File: config.mk
export PLATFORM = sky130hd
export DESIGN_NAME = jtframe_ba_arb_flat
export DESIGN_NICKNAME = d
export VERILOG_FILES = /design/src/rtl/jtframe_ba_arb_if.sv /design/src/rtl/jtframe_ba_arb.sv /design/src/flat_wrapper.sv
export SDC_FILE = /design/constraint.sdc
export NUM_CORES = 1
export LEC_CHECK = 0
export ABC_CLOCK_PERIOD_IN_PS = 5000
export BUFFER_PORTS_ARGS = -buffer_cell sky130_fd_sc_hd__buf_4
export CORE_AREA = 2 2 100 102
export CTS_CLUSTER_DIAMETER = 60
export DETAILED_ROUTE_END_ITERATION = 10
export DIE_AREA = 0 0 102 104
export GPL_ROUTABILITY_DRIVEN = 0
export PLACE_DENSITY = 0.75
export SYNTH_ARGS = -nofsm -noshare
export SYNTH_HDL_FRONTEND = slang
export SYNTH_SLANG_ARGS = --single-unit
File: constraint.sdc
create_clock -name clk -period 5 [get_ports clk]
set_input_delay 0.75 -clock clk [delete_from_list [all_inputs] [get_ports clk]]
set_output_delay 0.75 -clock clk [all_outputs]
set_load 0.05 [all_outputs]
File: src/rtl/jtframe_ba_arb_if.sv
// rtl/jtframe_ba_arb_if.sv - Requester-side and SDRAM-bank-side signals of the round-robin bank arbiter
interface jtframe_ba_arb_if #(parameter int AW = 22);
    logic [3:0]      req_rd;
    logic [3:0]      req_wr;
    logic [4*AW-1:0] req_addr;
    logic [63:0]     req_din;
    logic [7:0]      req_dsn;
    logic [3:0]      req_ack;
    logic [3:0]      req_dok;
    logic [3:0]      req_rdy;
    logic [15:0]     req_dout;
    logic            ba_rd;
    logic            ba_wr;
    logic [AW-1:0]   ba_addr;
    logic [15:0]     ba_din;
    logic [1:0]      ba_dsn;
    logic            ba_ack;
    logic            ba_dok;
    logic            ba_rdy;
    logic [15:0]     ba_dout;

    modport master (
        input  req_rd, req_wr, req_addr, req_din, req_dsn,
        output req_ack, req_dok, req_rdy, req_dout,
        output ba_rd, ba_wr, ba_addr, ba_din, ba_dsn,
        input  ba_ack, ba_dok, ba_rdy, ba_dout
    );

    modport slave (
        output req_rd, req_wr, req_addr, req_din, req_dsn,
        input  req_ack, req_dok, req_rdy, req_dout,
        input  ba_rd, ba_wr, ba_addr, ba_din, ba_dsn,
        output ba_ack, ba_dok, ba_rdy, ba_dout
    );
endinterface

File: src/rtl/jtframe_ba_arb.sv
// rtl/jtframe_ba_arb.sv - Four-way round-robin arbiter in front of one jtframe_sdram64 bank port
module jtframe_ba_arb #(
    parameter int AW = 22
) (
    input  logic                  clk,
    input  logic                  rst,
    jtframe_ba_arb_if.master      bus
);
    typedef enum logic [1:0] {IDLE, REQ, XFER} state_t;

    state_t          state_q, state_d;
    logic [1:0]      owner_q, owner_d;
    logic [1:0]      ptr_q, ptr_d;
    logic            rd_q, rd_d;
    logic            wr_q, wr_d;
    logic [AW-1:0]   addr_q, addr_d;
    logic [15:0]     din_q, din_d;
    logic [1:0]      dsn_q, dsn_d;

    logic [3:0]      pend;
    logic [1:0]      winner;
    logic            found;
    logic            pick;

    // Scan from ptr+3 down to ptr so the slot closest to ptr wins last
    always_comb begin
        logic [1:0] idx;
        idx    = 2'd0;
        pend   = bus.req_rd | bus.req_wr;
        winner = ptr_q;
        found  = 1'b0;
        for (int k = 3; k >= 0; k--) begin
            idx = ptr_q + 2'(k);
            if (pend[idx]) begin
                winner = idx;
                found  = 1'b1;
            end
        end
    end

    always_comb begin
        state_d = state_q;
        owner_d = owner_q;
        ptr_d   = ptr_q;
        rd_d    = rd_q;
        wr_d    = wr_q;
        addr_d  = addr_q;
        din_d   = din_q;
        dsn_d   = dsn_q;
        pick    = 1'b0;
        case (state_q)
            IDLE: pick = 1'b1;
            REQ: begin
                if (bus.ba_ack) begin
                    rd_d    = 1'b0;
                    wr_d    = 1'b0;
                    state_d = XFER;
                    pick    = bus.ba_rdy;
                end
            end
            XFER:    pick = bus.ba_rdy;
            default: state_d = IDLE;
        endcase
        // Completion and re-selection share a cycle, so owners follow back to back
        if (pick) begin
            if (found) begin
                state_d = REQ;
                owner_d = winner;
                ptr_d   = winner + 2'd1;
                addr_d  = bus.req_addr[int'(winner)*AW +: AW];
                din_d   = bus.req_din[int'(winner)*16 +: 16];
                dsn_d   = bus.req_dsn[int'(winner)*2 +: 2];
                wr_d    = bus.req_wr[winner];
                rd_d    = ~bus.req_wr[winner];
            end else begin
                state_d = IDLE;
                rd_d    = 1'b0;
                wr_d    = 1'b0;
            end
        end
    end

    always_ff @(posedge clk) begin
        if (rst) begin
            state_q <= IDLE;
            owner_q <= 2'd0;
            ptr_q   <= 2'd0;
            rd_q    <= 1'b0;
            wr_q    <= 1'b0;
            addr_q  <= '0;
            din_q   <= 16'd0;
            dsn_q   <= 2'b11;
        end else begin
            state_q <= state_d;
            owner_q <= owner_d;
            ptr_q   <= ptr_d;
            rd_q    <= rd_d;
            wr_q    <= wr_d;
            addr_q  <= addr_d;
            din_q   <= din_d;
            dsn_q   <= dsn_d;
        end
    end

    always_comb begin
        bus.req_ack = 4'd0;
        bus.req_dok = 4'd0;
        bus.req_rdy = 4'd0;
        if (state_q == REQ) bus.req_ack[owner_q] = bus.ba_ack;
        if (state_q == REQ || state_q == XFER) begin
            bus.req_dok[owner_q] = bus.ba_dok;
            bus.req_rdy[owner_q] = bus.ba_rdy;
        end
    end

    assign bus.req_dout = bus.ba_dout;
    assign bus.ba_rd    = rd_q;
    assign bus.ba_wr    = wr_q;
    assign bus.ba_addr  = addr_q;
    assign bus.ba_din   = din_q;
    assign bus.ba_dsn   = dsn_q;
endmodule
File: src/flat_wrapper.sv
// flat-port wrapper written by rule: the top's interface ports become plain ports
module jtframe_ba_arb_flat 
#(
    parameter int AW = 22
)
  (clk, rst, bus_req_rd, bus_req_wr, bus_req_addr, bus_req_din, bus_req_dsn, bus_req_ack, bus_req_dok, bus_req_rdy, bus_req_dout, bus_ba_rd, bus_ba_wr, bus_ba_addr, bus_ba_din, bus_ba_dsn, bus_ba_ack, bus_ba_dok, bus_ba_rdy, bus_ba_dout);
  jtframe_ba_arb_if #(.AW(AW)) bus_i ();
  input  logic clk;
  input  logic rst;
  input wire logic [$bits(bus_i.req_rd)-1:0] bus_req_rd;
  input wire logic [$bits(bus_i.req_wr)-1:0] bus_req_wr;
  input wire logic [$bits(bus_i.req_addr)-1:0] bus_req_addr;
  input wire logic [$bits(bus_i.req_din)-1:0] bus_req_din;
  input wire logic [$bits(bus_i.req_dsn)-1:0] bus_req_dsn;
  output wire logic [$bits(bus_i.req_ack)-1:0] bus_req_ack;
  output wire logic [$bits(bus_i.req_dok)-1:0] bus_req_dok;
  output wire logic [$bits(bus_i.req_rdy)-1:0] bus_req_rdy;
  output wire logic [$bits(bus_i.req_dout)-1:0] bus_req_dout;
  output wire logic [$bits(bus_i.ba_rd)-1:0] bus_ba_rd;
  output wire logic [$bits(bus_i.ba_wr)-1:0] bus_ba_wr;
  output wire logic [$bits(bus_i.ba_addr)-1:0] bus_ba_addr;
  output wire logic [$bits(bus_i.ba_din)-1:0] bus_ba_din;
  output wire logic [$bits(bus_i.ba_dsn)-1:0] bus_ba_dsn;
  input wire logic [$bits(bus_i.ba_ack)-1:0] bus_ba_ack;
  input wire logic [$bits(bus_i.ba_dok)-1:0] bus_ba_dok;
  input wire logic [$bits(bus_i.ba_rdy)-1:0] bus_ba_rdy;
  input wire logic [$bits(bus_i.ba_dout)-1:0] bus_ba_dout;
  assign bus_i.req_rd = bus_req_rd;
  assign bus_i.req_wr = bus_req_wr;
  assign bus_i.req_addr = bus_req_addr;
  assign bus_i.req_din = bus_req_din;
  assign bus_i.req_dsn = bus_req_dsn;
  assign bus_req_ack = bus_i.req_ack;
  assign bus_req_dok = bus_i.req_dok;
  assign bus_req_rdy = bus_i.req_rdy;
  assign bus_req_dout = bus_i.req_dout;
  assign bus_ba_rd = bus_i.ba_rd;
  assign bus_ba_wr = bus_i.ba_wr;
  assign bus_ba_addr = bus_i.ba_addr;
  assign bus_ba_din = bus_i.ba_din;
  assign bus_ba_dsn = bus_i.ba_dsn;
  assign bus_i.ba_ack = bus_ba_ack;
  assign bus_i.ba_dok = bus_ba_dok;
  assign bus_i.ba_rdy = bus_ba_rdy;
  assign bus_i.ba_dout = bus_ba_dout;
  jtframe_ba_arb #(.AW(AW)) u_core (.clk(clk), .rst(rst), .bus(bus_i));
endmodule
==> impl_metrics.json <==
{
  "leakagePower_nw": 2.22,
  "p_int_mw": 1.41,
  "ys_types": 47,
  "ir_drop_v": 0.000376,
  "pwr-share-seq_pct": 24.1,
  "vias_per_cell": 5.12,
  "num_rows": 36,
  "cts.sinks": 48,
  "synth_edf_count": 0,
  "r2r_slack_ns": 2.02,
  "synth_cells": 344,
  "synth_seq_cells": 48,
  "cp.arrival_ns": 3.13,
  "synth.avg_cell_area_um2": 9.23,
  "clkLatencyLatePin_ns": 0.30,
  "cts_tree": "done",
  "netlist.area_leader.share_pct": 30.2,
  "timing.hold.ws_ns": 0.474,
  "critPathLaunchType": "register",
  "crit_required_ns": 5.15,
  "ios": 259,
  "min_period_ns": 2.98,
  "path_max_fanout": 46,
  "hold_buffers": 0,
  "ys_seq_area_share_pct": 30.2,
  "worst_pin_slew_ns": 1.16,
  "htree_levels": 2,
  "min_to": "u_core.bus.ba_din[12]",
  "slew_violations": 0,
  "timing.final.hold_violations": 0,
  "syn_nets": 537,
  "portBuffers": 226,
  "grt_pass1_wl_um": 16100,
  "grt_max_degree": 47,
  "critical_path_class": "register to register",
  "fin_crit_sh_pct": 59.6,
  "rsz0062_at_grt": "false",
  "min-delay-start": "u_core.bus.ba_din[12]",
  "pwr_density_cell_nw_per_um2": 601,
  "synthTopCellsByArea": "dfxtp_1 (30%), mux2i_1 (24%), o221ai_1 (8.0%)",
  "overflow": 0,
  "clkSlewWorstSetupHoldPaths_ns": 0.09,
  "setup_viol": 0,
  "fp.dieH_um": 104,
  "hp-class": "register to register",
  "final_util_pct": 51.5,
  "drt-total-wl_um": 10200,
  "ys.flop_type": "dfxtp_1",
  "start_util_pct": 33.3,
  "sw_frac_of_total_pct": 52.3,
  "fin_tns_setup_ns": 0,
  "min_path_cells": 2,
  "synthArstFlopShare_pct": 0,
  "area_growth_pct": 54.7,
  "antenna_found_initial": 0,
  "clock-skew-final_ns": 0.00942,
  "dp_slack_ns": 1.71,
  "ant_nets": 0,
  "drt_iter0_drc": 100,
  "power_frac_clock_pct": 8.1,
  "drive_gt1_share_pct": 47.0,
  "die_w_um": 102,
  "synth.cell_area_um2": 3180,
  "power_switching_mw": 1.54,
  "reg2reg_to": "u_core.bus.ba_addr[18]",
  "grt_pass1_vias": 3456,
  "diodes": 0,
  "drc": 0,
  "max-cap-violations": 0,
  "cts_resized": 0,
  "drt-pass1-iter-count": 4,
  "pwr-share-comb_pct": 67.7,
  "core_um2": 9550,
  "wl_per_cell_um": 15.2,
  "die_area_um2": 10600,
  "ys_warn_count": 0,
  "cts_setup_buffers": 0,
  "totalPowerFinal_mw": 2.95,
  "setup_ws_ns": 2.02,
  "grtUsageTotal_pct": 18.4,
  "cp-end-kind": "register",
  "dp_hpwl_um": 7950,
  "yosysTopAreaCell": "dfxtp_1",
  "fmaxAchievable_mhz": 336,
  "route.vias.total": 3449,
  "outcome": "completed",
  "worstReg2RegStart": "u_core.ptr_q[1]",
  "cts-root-buf": "clkbuf_8",
  "rr_worst_depth": 6,
  "cts_buffers": 5,
  "nets": 732,
  "relSlewSlack_pct": 22.8,
  "clockBufferDepth": 2
}
layout by cell type, fill, tap and decap left out, drive strengths merged, types with 4 or more instances in the layout:
cell type	netlist	routed
a21oi	6	6
clkbuf	6	8
nand2	47	47
nor2	20	20
nor3	4	4
mux2i	76	76
o21ai	5	5
ha	4	4
dfxtp	48	48
inv	5	5
o221ai	39	39
buf	33	227
nand2b	8	8
power by group through the flow:
stage,sequential (mW),clock [mW],combinational [mW]
6_report,0.713,0.240,2.00
4_1_cts,0.710,0.255,2.02
2_1_floorplan,1.26,0,0.943
3_5_place_dp,0.714,0,2.02
3_3_place_gp,0.710,0,1.98
5_1_grt,0.737,0.271,2.13
Yosys cell counts (2+ instances only):
master,instances
nor3_1,4
a2111oi_0,2
ha_1,4
o221ai_2,10
buf_4,19
dfxtp_1,48
or2_2,2
nand4b_1,2
o221ai_1,29
a21oi_1,6
mux2_2,2
nor3b_1,3
nor4_1,2
buf_1,3
nand3_1,3
nand2b_1,7
nor2_1,20
o21ai_0,5
clkbuf_1,6
o32ai_1,3
o21bai_1,2
buf_2,9
buf_6,2
or4_1,2
mux2i_1,76
nand2_1,47
inv_1,5
a211oi_2,2
sequential cells by signal, summed over array words and instances (netlist names):
name,cells
u_core.state_q,2
u_core.bus.ba_dsn,2
u_core.bus.ba_rd,1
u_core.bus.ba_addr,22
u_core.bus.ba_wr,1
u_core.ptr_q,2
u_core.owner_q,2
u_core.bus.ba_din,16
area by class of cell:
cell class                      instances  area, µm²
Clock buffer                            8       90.1
Fill cell                             905       4630
Inverter                                5       18.8
Multi-Input combinational cell        252       1970
Sequential cell                        48        961
Tap cell                              133        166
Timing Repair Buffer                  227       1700
metrics by stage:
step	std cells	area, µm²
2_1_floorplan	344	3180
3_3_place_gp	665	4820
3_5_place_dp	665	4820
4_1_cts	673	4910
5_1_grt	673	4910
6_report	673	4910
worst max-delay path by stage:
stage                               start                endpoint
final                     u_core.ptr_q[1]  u_core.bus.ba_addr[18]
after global placement      bus_req_rd[3]  u_core.bus.ba_addr[14]
after floorplan                bus_ba_ack          bus_req_ack[0]
after global routing      u_core.ptr_q[1]   u_core.bus.ba_addr[7]
after detailed placement    bus_req_rd[3]  u_core.bus.ba_addr[18]
after CTS                 u_core.ptr_q[1]  u_core.bus.ba_addr[13]
worst max-delay path: stages, from the launching register on:
cell	delay [ns]
dfxtp_1	0.58
inv_1	0.13
or3_1	0.47
nand2_4	0.47
buf_4	0.70
mux2i_1	0.31
o221ai_2	0.12
per-layer routing:
metal | vias to the layer above | part of all wire, % | global-route usage, %
met3 | 22 | 9.3 | 4.70
met2 | 176 | 51 | 33.4
met1 | 1579 | 38 | 20.9
met4 | 0 | 1.8 | 4.95
met5 | - | 0 | 0
li1 | 1672 | - | -
logic make-up (layout without fill, tap and decap cells):
logic type,Yosys count,in the layout,share of synthesized area [%]
muxes,79,79,25.0
buffers and inverters,44,240,8.27
AOI/OAI and AO/OA,69,69,19.9
and+or+nand+nor,99,99,14.8
DFF,48,48,30.2
adders and majority gates,4,4,1.58
xor gates and xnor gates,1,1,0.276
Note: power is estimated with default switching activity, not from simulation.
